$ cat config.mk
export PLATFORM = sky130hd
export DESIGN_NAME = binconv_stream_engine
export DESIGN_NICKNAME = d
export VERILOG_FILES = /design/src/rtl/binconv_pkg.sv /design/src/rtl/binconv_window_pop.sv /design/src/rtl/binconv_stream_engine.sv
export SDC_FILE = /design/constraint.sdc
export NUM_CORES = 1
export LEC_CHECK = 0
export BUFFER_PORTS_ARGS = -buffer_cell sky130_fd_sc_hd__buf_4
export CORE_ASPECT_RATIO = 0.7
export CORE_MARGIN = 2
export CORE_UTILIZATION = 54
export DETAILED_ROUTE_END_ITERATION = 10
export PLACE_DENSITY = 0.76
export SETUP_SLACK_MARGIN = 0.3
export SLEW_MARGIN = 25
export SYNTH_ARGS = -nofsm -noshare
export SYNTH_HDL_FRONTEND = slang
export SYNTH_SLANG_ARGS = --single-unit
$ cat constraint.sdc
create_clock -name clk -period 4.7 [get_ports clk]
set_input_delay 0.47 -clock clk [delete_from_list [all_inputs] [get_ports clk]]
set_output_delay 0.47 -clock clk [all_outputs]
set_load 0.05 [all_outputs]
$ cat src/rtl/binconv_pkg.sv
// -----------------------------------------------------------------------------
// binconv_pkg
// Shared types and helpers for the binary convolution stream engine.
//   state_t      : engine sequencing states (LOAD, CONV, DONE)
//   MODE_AND     : match function is AND (popcount of set/set pairs)
//   MODE_XNOR    : match function is XNOR (count of equal pairs)
//   count_width  : bits needed to hold a match count of 0..k*k exactly
// -----------------------------------------------------------------------------
package binconv_pkg;

    typedef enum logic [1:0] {
        LOAD = 2'd0,
        CONV = 2'd1,
        DONE = 2'd2
    } state_t;

    localparam logic MODE_AND  = 1'b0;
    localparam logic MODE_XNOR = 1'b1;

    function automatic int count_width(input int k);
        return $clog2(k * k + 1);
    endfunction

endpackage

$ cat src/rtl/binconv_window_pop.sv
// -----------------------------------------------------------------------------
// binconv_window_pop
// Combinational match counter for one K x K window.
// Ports:
//   win   in  K*K  window pixels, bit i*K+j = window row i, column j
//   kern  in  K*K  kernel, same bit ordering as win
//   mode  in  1    MODE_AND or MODE_XNOR
//   count out CW   number of matching positions, 0..K*K
// -----------------------------------------------------------------------------
module binconv_window_pop
    import binconv_pkg::*;
#(
    parameter int K  = 3,
    parameter int CW = count_width(K)
) (
    input  logic [K*K-1:0] win,
    input  logic [K*K-1:0] kern,
    input  logic           mode,
    output logic [CW-1:0]  count
);

    logic [K*K-1:0] match;

    always_comb begin
        match = (mode == MODE_XNOR) ? ~(win ^ kern) : (win & kern);
        count = '0;
        // Linear sum of single-bit terms; synthesis rebalances it into a tree.
        for (int i = 0; i < K * K; i++) begin
            count = count + CW'(match[i]);
        end
    end

endmodule

$ cat src/rtl/binconv_stream_engine.sv
// -----------------------------------------------------------------------------
// binconv_stream_engine
// Streams an IMG_H x IMG_W binary image in row by row, then emits the valid
// (no padding) K x K binary convolution as per-window match counts in
// row-major order over a valid/ready port.
//
// Optional build macro: THRESH_EN
//   defined   : out_bit = (count >= thresh), thresh captured on entry to CONV
//   undefined : thresh is ignored and out_bit is tied to 0
//
// Ports:
//   clk, rst          clock, synchronous active-high reset
//   row_valid/ready   image row handshake (ready only while loading)
//   row_data          pixel row, bit c = column c, row 0 first
//   kern_we/kern_data kernel write (LOAD only), bit i*K+j = row i, column j
//   mode              0 = AND popcount, 1 = XNOR match count
//   thresh            activation threshold (THRESH_EN builds)
//   out_valid/ready   result handshake
//   out_data, out_bit match count and thresholded activation
//   out_row, out_col  output position of the result
//   out_last          result is the final window (OH-1, OW-1)
//   busy              high while results are being produced
//   done              one-cycle pulse after the final result is consumed
// -----------------------------------------------------------------------------
module binconv_stream_engine
    import binconv_pkg::*;
#(
    parameter int IMG_W = 6,
    parameter int IMG_H = 6,
    parameter int K     = 3,
    parameter int CW    = count_width(K)
) (
    input  logic                           clk,
    input  logic                           rst,
    input  logic                           row_valid,
    output logic                           row_ready,
    input  logic [IMG_W-1:0]               row_data,
    input  logic                           kern_we,
    input  logic [K*K-1:0]                 kern_data,
    input  logic                           mode,
    input  logic [CW-1:0]                  thresh,
    output logic                           out_valid,
    input  logic                           out_ready,
    output logic [CW-1:0]                  out_data,
    output logic                           out_bit,
    output logic [$clog2(IMG_H-K+1)-1:0]   out_row,
    output logic [$clog2(IMG_W-K+1)-1:0]   out_col,
    output logic                           out_last,
    output logic                           busy,
    output logic                           done
);

    localparam int OH  = IMG_H - K + 1;
    localparam int OW  = IMG_W - K + 1;
    localparam int RW  = $clog2(OH);
    localparam int CLW = $clog2(OW);
    localparam int HW  = $clog2(IMG_H);
    localparam int IW  = $clog2(IMG_W);

    state_t           state;
    state_t           state_next;

    logic [HW-1:0]    row_cnt;
    logic [IMG_W-1:0] img [IMG_H];
    logic [K*K-1:0]   kern_q;
    logic             mode_q;

    logic             row_acc;
    logic             last_row;
    logic             out_hs;

    // Next window to be presented and whether the final window was issued.
    logic [RW-1:0]    win_r;
    logic [CLW-1:0]   win_c;
    logic             issued_all;

    logic             load_p0;
    logic             at_end_p0;
    logic [K*K-1:0]   win_p0;
    logic [CW-1:0]    cnt_p0;
    logic [HW-1:0]    ri;
    logic [IW-1:0]    cj;

    // -------------------------------------------------------------------------
    // Handshake decode and FSM
    // -------------------------------------------------------------------------
    always_comb begin
        row_acc   = (state == LOAD) && row_valid;
        last_row  = row_acc && (row_cnt == HW'(IMG_H - 1));
        out_hs    = out_valid && out_ready;
        at_end_p0 = (win_r == RW'(OH - 1)) && (win_c == CLW'(OW - 1));
        // The output register refills when empty or being drained, giving one
        // result per cycle under continuous out_ready.
        load_p0   = (state == CONV) && !issued_all && (!out_valid || out_ready);
    end

    always_comb begin
        state_next = state;
        row_ready  = 1'b0;
        busy       = 1'b0;
        done       = 1'b0;
        case (state)
            LOAD: begin
                row_ready = 1'b1;
                if (last_row) state_next = CONV;
            end
            CONV: begin
                busy = 1'b1;
                if (out_hs && out_last) state_next = DONE;
            end
            DONE: begin
                done       = 1'b1;
                state_next = LOAD;
            end
            default: state_next = LOAD;
        endcase
    end

    always_ff @(posedge clk) begin
        if (rst) state <= LOAD;
        else     state <= state_next;
    end

    // -------------------------------------------------------------------------
    // Image, kernel and per-pass mode capture
    // -------------------------------------------------------------------------
    always_ff @(posedge clk) begin
        if (rst) begin
            row_cnt <= '0;
            kern_q  <= '0;
            mode_q  <= MODE_AND;
            for (int r = 0; r < IMG_H; r++) img[r] <= '0;
        end else begin
            if (row_acc) begin
                img[row_cnt] <= row_data;
                row_cnt      <= last_row ? '0 : row_cnt + HW'(1);
            end
            // Written in the same cycle as the final row, the new kernel is
            // already in place for the pass that follows.
            if ((state == LOAD) && kern_we) kern_q <= kern_data;
            if (last_row) mode_q <= mode;
        end
    end

    // -------------------------------------------------------------------------
    // Stage p0: window gather and match count for position (win_r, win_c)
    // -------------------------------------------------------------------------
    always_comb begin
        win_p0 = '0;
        ri     = '0;
        cj     = '0;
        for (int i = 0; i < K; i++) begin
            for (int j = 0; j < K; j++) begin
                ri = HW'(win_r) + HW'(i);
                cj = IW'(win_c) + IW'(j);
                win_p0[i*K+j] = img[ri][cj];
            end
        end
    end

    binconv_window_pop #(
        .K  (K),
        .CW (CW)
    ) u_pop (
        .win   (win_p0),
        .kern  (kern_q),
        .mode  (mode_q),
        .count (cnt_p0)
    );

`ifdef THRESH_EN
    logic [CW-1:0] thresh_q;

    always_ff @(posedge clk) begin
        if (rst)           thresh_q <= '0;
        else if (last_row) thresh_q <= thresh;
    end
`else
    logic unused_thresh;
    assign unused_thresh = ^thresh;
    assign out_bit       = 1'b0;
`endif

    // -------------------------------------------------------------------------
    // Stage p1: output register and window position counters
    // -------------------------------------------------------------------------
    always_ff @(posedge clk) begin
        if (rst) begin
            out_valid  <= 1'b0;
            out_data   <= '0;
            out_row    <= '0;
            out_col    <= '0;
            out_last   <= 1'b0;
            win_r      <= '0;
            win_c      <= '0;
            issued_all <= 1'b0;
`ifdef THRESH_EN
            out_bit    <= 1'b0;
`endif
        end else if (last_row) begin
            win_r      <= '0;
            win_c      <= '0;
            issued_all <= 1'b0;
        end else if (load_p0) begin
            out_valid <= 1'b1;
            out_data  <= cnt_p0;
            out_row   <= win_r;
            out_col   <= win_c;
            out_last  <= at_end_p0;
`ifdef THRESH_EN
            out_bit   <= (cnt_p0 >= thresh_q);
`endif
            if (at_end_p0) begin
                issued_all <= 1'b1;
            end else if (win_c == CLW'(OW - 1)) begin
                win_c <= '0;
                win_r <= win_r + RW'(1);
            end else begin
                win_c <= win_c + CLW'(1);
            end
        end else if (out_hs) begin
            out_valid <= 1'b0;
        end
    end

endmodule

==> results of run 1 <==
[stage by stage]
step                TNS (ps)  cells  instance area (um2)  utilization (%)  power, uW
floorplan                  0    373                 4390                -        855
finish                  -419    547                 5360             68.4       1640
global route            -938    547                 5360             68.4       1680
global placement        -212    508                 4780             61.0        893
CTS                     -223    541                 5260             67.2       1630
detailed placement      -403    508                 4780             61.0        901
[flip-flops by register name, indices dropped and copies added, names as in the netlist, named ones only]
signal      cells
out_data        4
out_valid       1
out_col         2
mode_q          1
issued_all      1
kern_q          9
state           2
row_cnt         3
win_c           2
out_row         2
img            48
win_r           2
out_last        1
[critical path, cell delays in order, from the launching register on]
cell and delay [ps]:
edfxtp_1 430, buf_4 160, buf_4 130, mux4_1 550, mux2i_2 220, mux4_2 290
mux2i_1 70, ha_1 280, a21oi_1 80, fa_1 580, inv_1 50, fa_1 470
fa_2 560, inv_2 50, ha_4 160, inv_2 50, fa_2 460, a211oi_2 210
[layer usage]
layer  share of wire [%]  GRT usage, %  up-vias  routed length [um]
met2                  48          40.4      111                5070
met4                 1.1          4.94        0                 117
met3                 6.2          7.63       10                 658
li1                    -             -     1474                   -
met1                  45          34.4     1612                4780
met5                   0             0        -                   0
[cell usage after synthesis, drive strengths merged]
library cell / number / area [um2]
a22oi: 2 / 15.0
a211o: 1 / 8.76
xor2: 1 / 8.76
nand2b: 9 / 56.3
fa: 5 / 100
nor3: 4 / 25.0
and2: 1 / 6.26
o22ai: 3 / 18.8
ha: 19 / 238
mux4: 27 / 646
a31o: 1 / 8.76
and3: 2 / 12.5
nand3: 4 / 20.0
and3b: 1 / 8.76
nand2: 44 / 165
a21oi: 21 / 105
a211oi: 1 / 7.51
nor2b: 4 / 25.0
conb: 1 / 3.75
nor3b: 2 / 15.0
dfxtp: 32 / 641
clkbuf: 10 / 37.5
mux2i: 26 / 260
o21ai: 7 / 35.0
nor2: 60 / 225
edfxtp: 48 / 1440
buf: 11 / 93.8
o21ba: 1 / 10.0
inv: 20 / 75.1
xnor2: 2 / 17.5
mux2: 3 / 33.8
[area by class of cell]
class | count | area [um2] | share of cell area, %
Tap cell | 101 | 126 | 2.36
Sequential cell | 80 | 2090 | 39.0
Clock inverter | 5 | 62.6 | 1.17
Multi-Input combinational cell | 252 | 2160 | 40.2
Clock buffer | 11 | 253 | 4.72
Inverter | 20 | 75.1 | 1.40
Timing Repair Buffer | 78 | 597 | 11.1
[worst max-delay path by stage]
stage,from,to,slack (ps)
5_1_grt,img[2][2],out_data[2],-360
3_5_place_dp,win_r[1],out_data[2],-220
6_report,img[2][2],out_data[1],-190
4_1_cts,img[3][2],out_data[1],-120
3_3_place_gp,win_r[0],out_data[2],-120
2_1_floorplan,flip-flop,out_data[2],120
[repair_timing]
| item | 4_1_cts | 5_1_grt |
|---|---|---|
| setup endpoints to repair | 4 | 4 |
| gates resized for setup | 15 | 15 |
| buffers inserted | 17 | 6 |
| pin swaps | 5 | 12 |
[kinds of logic (layout without fill, tap and decap cells)]
group           after synthesis  in the layout  synth area share [%]
fa+ha+maj                    24             24                  7.74
compound gates               37             37                  4.79
flops                        80             80                  47.7
xor+xnor                      3              3                 0.602
simple gates                131            131                  12.8
mux                          56             56                  21.5
other cells                   1              1                0.0859
buf+inv                      41            114                  4.73
[power groups by stage]
| stage | sequential (uW) | clock [uW] | combinational (uW) |
|---|---|---|---|
| finish | 777 | 728 | 131 |
| global route | 779 | 763 | 142 |
| CTS | 777 | 734 | 123 |
| detailed placement | 792 | 0 | 109 |
| global placement | 790 | 0 | 103 |
| floorplan | 785 | 0 | 70.5 |
==> results.sh, run 1 <==
export IMPL_area_growth_synth_to_final_pct=22.8
export IMPL_drc=0
export IMPL_drive_gt1_share_pct=32.5
export IMPL_critical_path_required_ps=4960
export IMPL_synth_seq_area_share_pct=47.7
export IMPL_p_leak_uw=0.00213
export IMPL_maxSlewHeadroom_pct=53.9
export IMPL_fmax_mhz=204
export IMPL_path_max_fanout=2
export IMPL_min_period_ps=4890
export IMPL_ys_seq_elements=80
export IMPL_rsz0062_at_grt="yes"
export IMPL_fin_crit_sh_pct=104
export IMPL_reg2reg_slack_ps=-190
export IMPL_drtAntennaViolNets=0
export IMPL_cts_sinks=80
export IMPL_finalNetCount=490
export IMPL_vias_per_cell=5.86
export IMPL_cts_root_buf="clkbuf_16"
export IMPL_status="finished with violations"
export IMPL_post_drt_wl_per_cell_um=19.4
export IMPL_firstDrtPassIters=5
export IMPL_synth_nets=422
export IMPL_clk_pin_slew_ps=60
export IMPL_clockBufferDepth=2
export IMPL_synth_warnings=0
export IMPL_holdCritStartpoint="mode"
export IMPL_final_cell_mix="buf_4 (76), nor2_1 (60), edfxtp_1 (48)"
export IMPL_routed_wl_um=10600
export IMPL_start_kind="flip-flop"
export IMPL_power_switching_uw=368
export IMPL_cp_end_kind="flip-flop"
export IMPL_tritoncts="yes"
export IMPL_grt_max_degree=35
export IMPL_io_buffers=33
export IMPL_setup_viol=3
export IMPL_htree_levels=3
export IMPL_final_common_cell="buf_4"
export IMPL_switching_share_pct=22.5
export IMPL_rows=27
export IMPL_p_per_area_nw_per_um2=305
export IMPL_die_w_um=111
export IMPL_synth_cells=373
export IMPL_r2r_start="img[2][2]"
export IMPL_tightestPinTransition_ps=691
export IMPL_report_final_slew_viol_count=0
export IMPL_rr_worst_depth=17
export IMPL_timing_hold_ws_ps=379
export IMPL_num_antenna_cells=0
export IMPL_cts_buffers=9
export IMPL_drt_iter0_markers=202
export IMPL_vias=3207
export IMPL_vdd_drop_max_mv=0.290
export IMPL_track_usage_pct=25.1
export IMPL_clk_insertion_delay_late_ps=340
export IMPL_violations="negative setup slack"
export IMPL_core_area_um2=7840
export IMPL_dp_hpwl_um=7480
export IMPL_whs_endpoint="mode_q"
export IMPL_fillers=564
export IMPL_synth_avg_cell_area_um2=11.7
export IMPL_io_pins=39
export IMPL_grt_pass1_wl_um=16500
export IMPL_die_h_um=79.2
export IMPL_syn_area_um2=4360
export IMPL_antenna_found_initial=0
export IMPL_p_int_uw=1270
export IMPL_cap_violations=0
export IMPL_grt_pass1_vias=3064
export IMPL_combPwrFrac_pct=8.0
export IMPL_crit_type="flip-flop to flip-flop"
export IMPL_fin_ws_ps=-190
export IMPL_yosysUniqueCellTypes=37
export IMPL_cp_arrival_ps=5150
export IMPL_grt_overflow=0
export IMPL_initial_core_util_pct=55.7
export IMPL_p_clk_share_pct=44.5
export IMPL_seq_power_share_pct=47.5
export IMPL_r2r_end="out_data[1]"
export IMPL_die_area_um2=8830
export IMPL_postCtsHoldBufs=0
export IMPL_clock_skew_ps=5.87
export IMPL_gp_congestion=0.849
export IMPL_timing_final_hold_violations=0
export IMPL_hold_path_class="primary input to flip-flop"
export IMPL_place_ws_ps=-222
export IMPL_worstHoldPathCells=3
(Power assumes the default switching activity.)
==> run 2, diff against run 1 <==
--- a/config.mk
+++ b/config.mk
@@ -10,7 +10,7 @@
 export CORE_MARGIN = 2
 export CORE_UTILIZATION = 54
 export DETAILED_ROUTE_END_ITERATION = 10
-export PLACE_DENSITY = 0.76
+export PLACE_DENSITY = 0.72
 export SETUP_SLACK_MARGIN = 0.3
 export SLEW_MARGIN = 25
 export SYNTH_ARGS = -nofsm -noshare
==> run 2 against run 1 <==
The run still ends with negative setup slack left. Non-clock buffer count is 19 lower. Sequential power hardly changed. Largest power group unchanged. Power is 1.6% higher. Critical endpoint is now out_data[2]. Maximum frequency is 1.1% higher. First-iteration DRC count is 0.99% lower. Via count is 4.4% lower. Clock power is 5.9% higher. Wire length is 8.6% lower. Sequential share of layout area is 1.1 points higher.
==> results.sh, run 2 (synthesis results as in run 1) <==
export IMPL_status="finished with violations"
export IMPL_violations="negative setup slack"
export IMPL_fin_ws_ps=-138
export IMPL_drtAntennaViolNets=0
export IMPL_rsz0062_at_grt="yes"
export IMPL_cts_root_buf="clkbuf_16"
export IMPL_die_h_um=79.2
export IMPL_post_drt_wl_per_cell_um=18.4
export IMPL_vias=3067
export IMPL_drive_gt1_share_pct=26.5
export IMPL_timing_final_hold_violations=0
export IMPL_drt_iter0_markers=200
export IMPL_post_route_util_pct=66.3
export IMPL_clk_pin_slew_ps=60
export IMPL_die_area_um2=8830
export IMPL_initial_core_util_pct=55.7
export IMPL_core_area_um2=7840
export IMPL_clock_skew_ps=6.56
export IMPL_die_w_um=111
export IMPL_crit_type="flip-flop to flip-flop"
export IMPL_min_period_ps=4840
export IMPL_start_kind="flip-flop"
export IMPL_track_usage_pct=23.3
export IMPL_placed_area_um2=4780
export IMPL_hold_path_class="primary input to flip-flop"
export IMPL_num_antenna_cells=0
export IMPL_firstDrtPassIters=5
export IMPL_drc=0
export IMPL_cap_violations=0
export IMPL_area_growth_synth_to_final_pct=19.1
export IMPL_timing_hold_ws_ps=371
export IMPL_tritoncts="yes"
export IMPL_finalPower_uw=1660
export IMPL_report_final_slew_viol_count=0
export IMPL_regMostFlops="img"
export IMPL_fmax_mhz=207
export IMPL_io_buffers=33
export IMPL_cp_end_kind="flip-flop"
export IMPL_reg_largest_list="img: 48 flops, kern_q: 9 flops, out_data: 4 flops"
export IMPL_fin_crit_sh_pct=103
export IMPL_clk_insertion_delay_late_ps=340
export IMPL_final_common_cell="nor2_1"
export IMPL_grt_max_degree=35
export IMPL_vias_per_cell=5.81
export IMPL_antenna_found_initial=0
export IMPL_cts_buffers=9
export IMPL_dp_hpwl_um=7150
export IMPL_final_cell_mix="nor2_1 (59), buf_4 (57), edfxtp_1 (48)"
export IMPL_cp_arrival_ps=5050
export IMPL_gp_congestion=0.827
export IMPL_stdcell_area_um2=5200
export IMPL_grt_overflow=0
export IMPL_largest_register_ffs=48
export IMPL_routed_wl_um=9710
export IMPL_critical_path_required_ps=4910
export IMPL_vdd_drop_max_mv=0.232
export IMPL_cts_sinks=80
export IMPL_htree_levels=3
export IMPL_finalNetCount=471
export IMPL_io_pins=39
export IMPL_grt_pass1_vias=2947
export IMPL_grt_pass1_wl_um=15400
export IMPL_p_leak_uw=0.00206
export IMPL_fillers=587
export IMPL_setup_viol=2
export IMPL_clockBufferDepth=2
export IMPL_p_per_area_nw_per_um2=320
export IMPL_rows=27
export IMPL_path_max_fanout=2
## run 2: cell count changes in the layout (fill, tap and decap cells not counted), moves of 2 or more
cell        delta
clkbuf_8       -2
o21ai_2        -2
ha_4           -2
clkbuf_16      +2
clkinvlp_4     -2
mux4_2         -3
buf_4         -19
dfxtp_1        +2
mux4_1         +3
## run 2: per-stage QoR
stage	instances	worst slack (ps)	TNS, ps
6_report	528	-138	-229
5_1_grt	528	-354	-726
4_1_cts	527	-144	-286
3_5_place_dp	508	-176	-301
3_3_place_gp	508	-93.6	-148
2_1_floorplan	373	119	0
## run 2: power by group
group	switching [uW]	internal [uW]	total, uW	leakage [uW]
clock	290	481	771	0.000165
combinational	61.4	52.6	114	0.00114
sequential	15.5	762	778	0.000748
## run 2: routing by layer
| metal | up-vias | routed length [um] | global-route usage, % |
|---|---|---|---|
| met1 | 1516 | 4530 | 33.8 |
| met5 | - | 0 | 0 |
| met3 | 6 | 696 | 6.11 |
| met2 | 115 | 4420 | 35.5 |
| met4 | 0 | 61 | 5.43 |
| li1 | 1430 | - | - |
## run 2: final timing paths
check	startpoint	endpoint	slack, ps	depth (start not counted)
hold reg to reg	kern_q[1]	kern_q[1]	470	2
hold / removal	mode	mode_q	370	3
setup / recovery	img[2][1]	out_data[2]	-140	18
setup reg to reg	img[2][1]	out_data[2]	-140	18
## run 2: layout make-up
type | count | area (um2) | area share (%)
Tap cell | 101 | 126 | 2.43
Clock buffer | 12 | 279 | 5.37
Clock inverter | 4 | 55.1 | 1.06
Inverter | 20 | 75.1 | 1.44
Timing Repair Buffer | 59 | 450 | 8.67
Multi-Input combinational cell | 252 | 2130 | 40.9
Sequential cell | 80 | 2080 | 40.1
## run 2: repair_timing
item	in CTS	in global routing
pin swaps	2	5
gates resized for setup	5	9
buffers inserted	3	1
setup endpoints to repair	4	4
hold buffers	0	0
## run 2: critical path: stages (launching register included)
cell      delay (ps)
edfxtp_1         470
mux4_2           510
mux4_2           490
inv_2             70
o22ai_2           70
ha_1             300
mux2i_1          150
ha_1             260
fa_1             480
inv_1             50
fa_1             510
fa_1             440
inv_2             80
ha_4             120
inv_2             40
fa_2             350
xnor2_1          150
mux2i_1          140
nor2_1            50
==> run 3, diff against run 2 <==
--- a/config.mk
+++ b/config.mk
@@ -11,6 +11,7 @@
 export CORE_UTILIZATION = 54
 export DETAILED_ROUTE_END_ITERATION = 10
 export PLACE_DENSITY = 0.72
+export REMOVE_ABC_BUFFERS = 1
 export SETUP_SLACK_MARGIN = 0.3
 export SLEW_MARGIN = 25
 export SYNTH_ARGS = -nofsm -noshare
==> run 3 against run 2 <==
The flow still finishes with violations (negative setup slack). First-iteration DRC count rose by 3.0%. Power fell by 1.6%. Global-route usage barely moved. Count of clock-buffer cells in the layout fell by 3. Critical endpoint unchanged. Largest cell class unchanged. Largest power group unchanged. Highest routed layer unchanged.
==> results.sh, run 3 (synthesis results as in run 1) <==
export IMPL_setup_viol=3
export IMPL_fin_crit_sh_pct=103
export IMPL_gp_congestion=0.827
export IMPL_report_final_slew_viol_count=0
export IMPL_maxSlewHeadroom_pct=48.4
export IMPL_dp_hpwl_um=6960
export IMPL_clk_pin_slew_ps=60
export IMPL_clock_skew_ps=6.50
export IMPL_die_h_um=79.2
export IMPL_firstDrtPassIters=4
export IMPL_track_usage_pct=23.2
export IMPL_vdd_drop_max_mv=0.216
export IMPL_drtAntennaViolNets=0
export IMPL_vias_per_cell=5.71
export IMPL_die_w_um=111
export IMPL_fillers=580
export IMPL_placed_area_um2=4760
export IMPL_grt_overflow=0
export IMPL_final_common_cell="nor2_1"
export IMPL_clk_insertion_delay_late_ps=330
export IMPL_cts_sinks=80
export IMPL_cts_root_buf="clkbuf_16"
export IMPL_violations="negative setup slack"
export IMPL_cp_arrival_ps=5070
export IMPL_rows=27
export IMPL_routed_wl_um=9540
export IMPL_hold_path_class="primary input to flip-flop"
export IMPL_num_antenna_cells=0
export IMPL_critical_path_required_ps=4910
export IMPL_final_cell_mix="nor2_1 (60), buf_4 (54), edfxtp_1 (48)"
export IMPL_timing_final_hold_violations=0
export IMPL_start_kind="flip-flop"
export IMPL_largest_register_ffs=48
export IMPL_tritoncts="yes"
export IMPL_min_period_ps=4860
export IMPL_fin_ws_ps=-156
export IMPL_crit_type="flip-flop to flip-flop"
export IMPL_vias=3005
export IMPL_stdcell_area_um2=5180
export IMPL_drc=0
export IMPL_postCtsHoldBufs=0
export IMPL_clockBufferDepth=2
export IMPL_core_area_um2=7840
export IMPL_holdCritStartpoint="mode"
export IMPL_cp_end_kind="flip-flop"
export IMPL_cap_violations=0
export IMPL_drt_iter0_markers=206
export IMPL_initial_core_util_pct=55.7
export IMPL_post_drt_wl_per_cell_um=18.1
export IMPL_fmax_mhz=206
export IMPL_path_max_fanout=2
export IMPL_grt_max_degree=35
export IMPL_area_growth_synth_to_final_pct=18.7
export IMPL_reg_largest_list="img: 48 flops, kern_q: 9 flops, out_data: 4 flops"
export IMPL_io_pins=39
export IMPL_drive_gt1_share_pct=26.6
export IMPL_antenna_found_initial=0
export IMPL_worstSetupStartpoint="img[3][2]"
export IMPL_finalNetCount=469
export IMPL_htree_levels=3
export IMPL_status="finished with violations"
export IMPL_grt_pass1_wl_um=15500
export IMPL_r2r_start="img[3][2]"
export IMPL_rsz0062_at_grt="yes"
export IMPL_io_buffers=33
export IMPL_regMostFlops="img"
export IMPL_grt_pass1_vias=2991
export IMPL_p_per_area_nw_per_um2=316
export IMPL_tightestPinTransition_ps=772
export IMPL_cts_buffers=9
export IMPL_die_area_um2=8830
export IMPL_timing_hold_ws_ps=369
export IMPL_p_leak_uw=0.00204
-- run 3: repair_timing --
action | CTS | global route
setup buffers | 4 | 0
endpoints found under the setup margin | 4 | 4
gates resized for setup | 22 | 2
pin swaps | 12 | 6
gates cloned | 0 | 0
-- run 3: final cells by class --
| class | instances | area (um2) | area share [%] |
|---|---|---|---|
| Sequential cell | 80 | 2090 | 40.3 |
| Clock buffer | 9 | 225 | 4.35 |
| Multi-Input combinational cell | 252 | 2130 | 41.2 |
| Timing Repair Buffer | 57 | 439 | 8.48 |
| Clock inverter | 7 | 93.8 | 1.81 |
| Inverter | 20 | 75.1 | 1.45 |
| Tap cell | 101 | 126 | 2.44 |
-- run 3: power by group --
| part | internal [uW] | leakage, uW | switching [uW] | total [uW] |
|---|---|---|---|---|
| clock network | 465 | 0.000155 | 282 | 747 |
| registers | 762 | 0.000749 | 15.4 | 778 |
| logic | 51.7 | 0.00113 | 60.0 | 112 |
-- run 3: critical path, cell delays in order, from the launching register on --
cell and delay [ps]:
edfxtp_1 420, mux4_2 520, mux4_2 490, inv_2 70
o22ai_2 60, ha_1 300, mux2i_1 160, ha_1 270
fa_1 500, inv_2 40, fa_1 530, fa_1 440
inv_2 80, ha_4 130, inv_2 40, fa_2 360
xnor2_2 140, mux2i_1 130, nor2_1 50
-- run 3: path summary, 6_finish.rpt --
path / to / slack [ps] / depth (start not counted)
setup / recovery: out_data[2] / -160 / 18
hold / removal: mode_q / 370 / 3
setup reg to reg: out_data[2] / -160 / 18
hold reg to reg: kern_q[3] / 460 / 2
-- run 3: routing by layer --
metal  vias up  track usage (%)  part of all wire [%]
li1       1428                -                     -
met2        95             38.5                    49
met5         -                0                     0
met3        12             6.64                   6.6
met4         0             5.68                   1.3
met1      1470             30.7                    43
-- run 3: stage by stage --
| step | total power, uW | utilization [%] | cells | setup TNS (ps) | worst slack [ps] |
|---|---|---|---|---|---|
| global route | 1680 | 66.1 | 526 | -949 | -393 |
| floorplan | 851 | - | 352 | -1760 | -649 |
| global placement | 892 | 60.7 | 506 | -397 | -249 |
| detailed placement | 898 | 60.8 | 506 | -680 | -378 |
| CTS | 1640 | 66.0 | 526 | -274 | -142 |
| finish | 1640 | 66.1 | 526 | -333 | -156 |
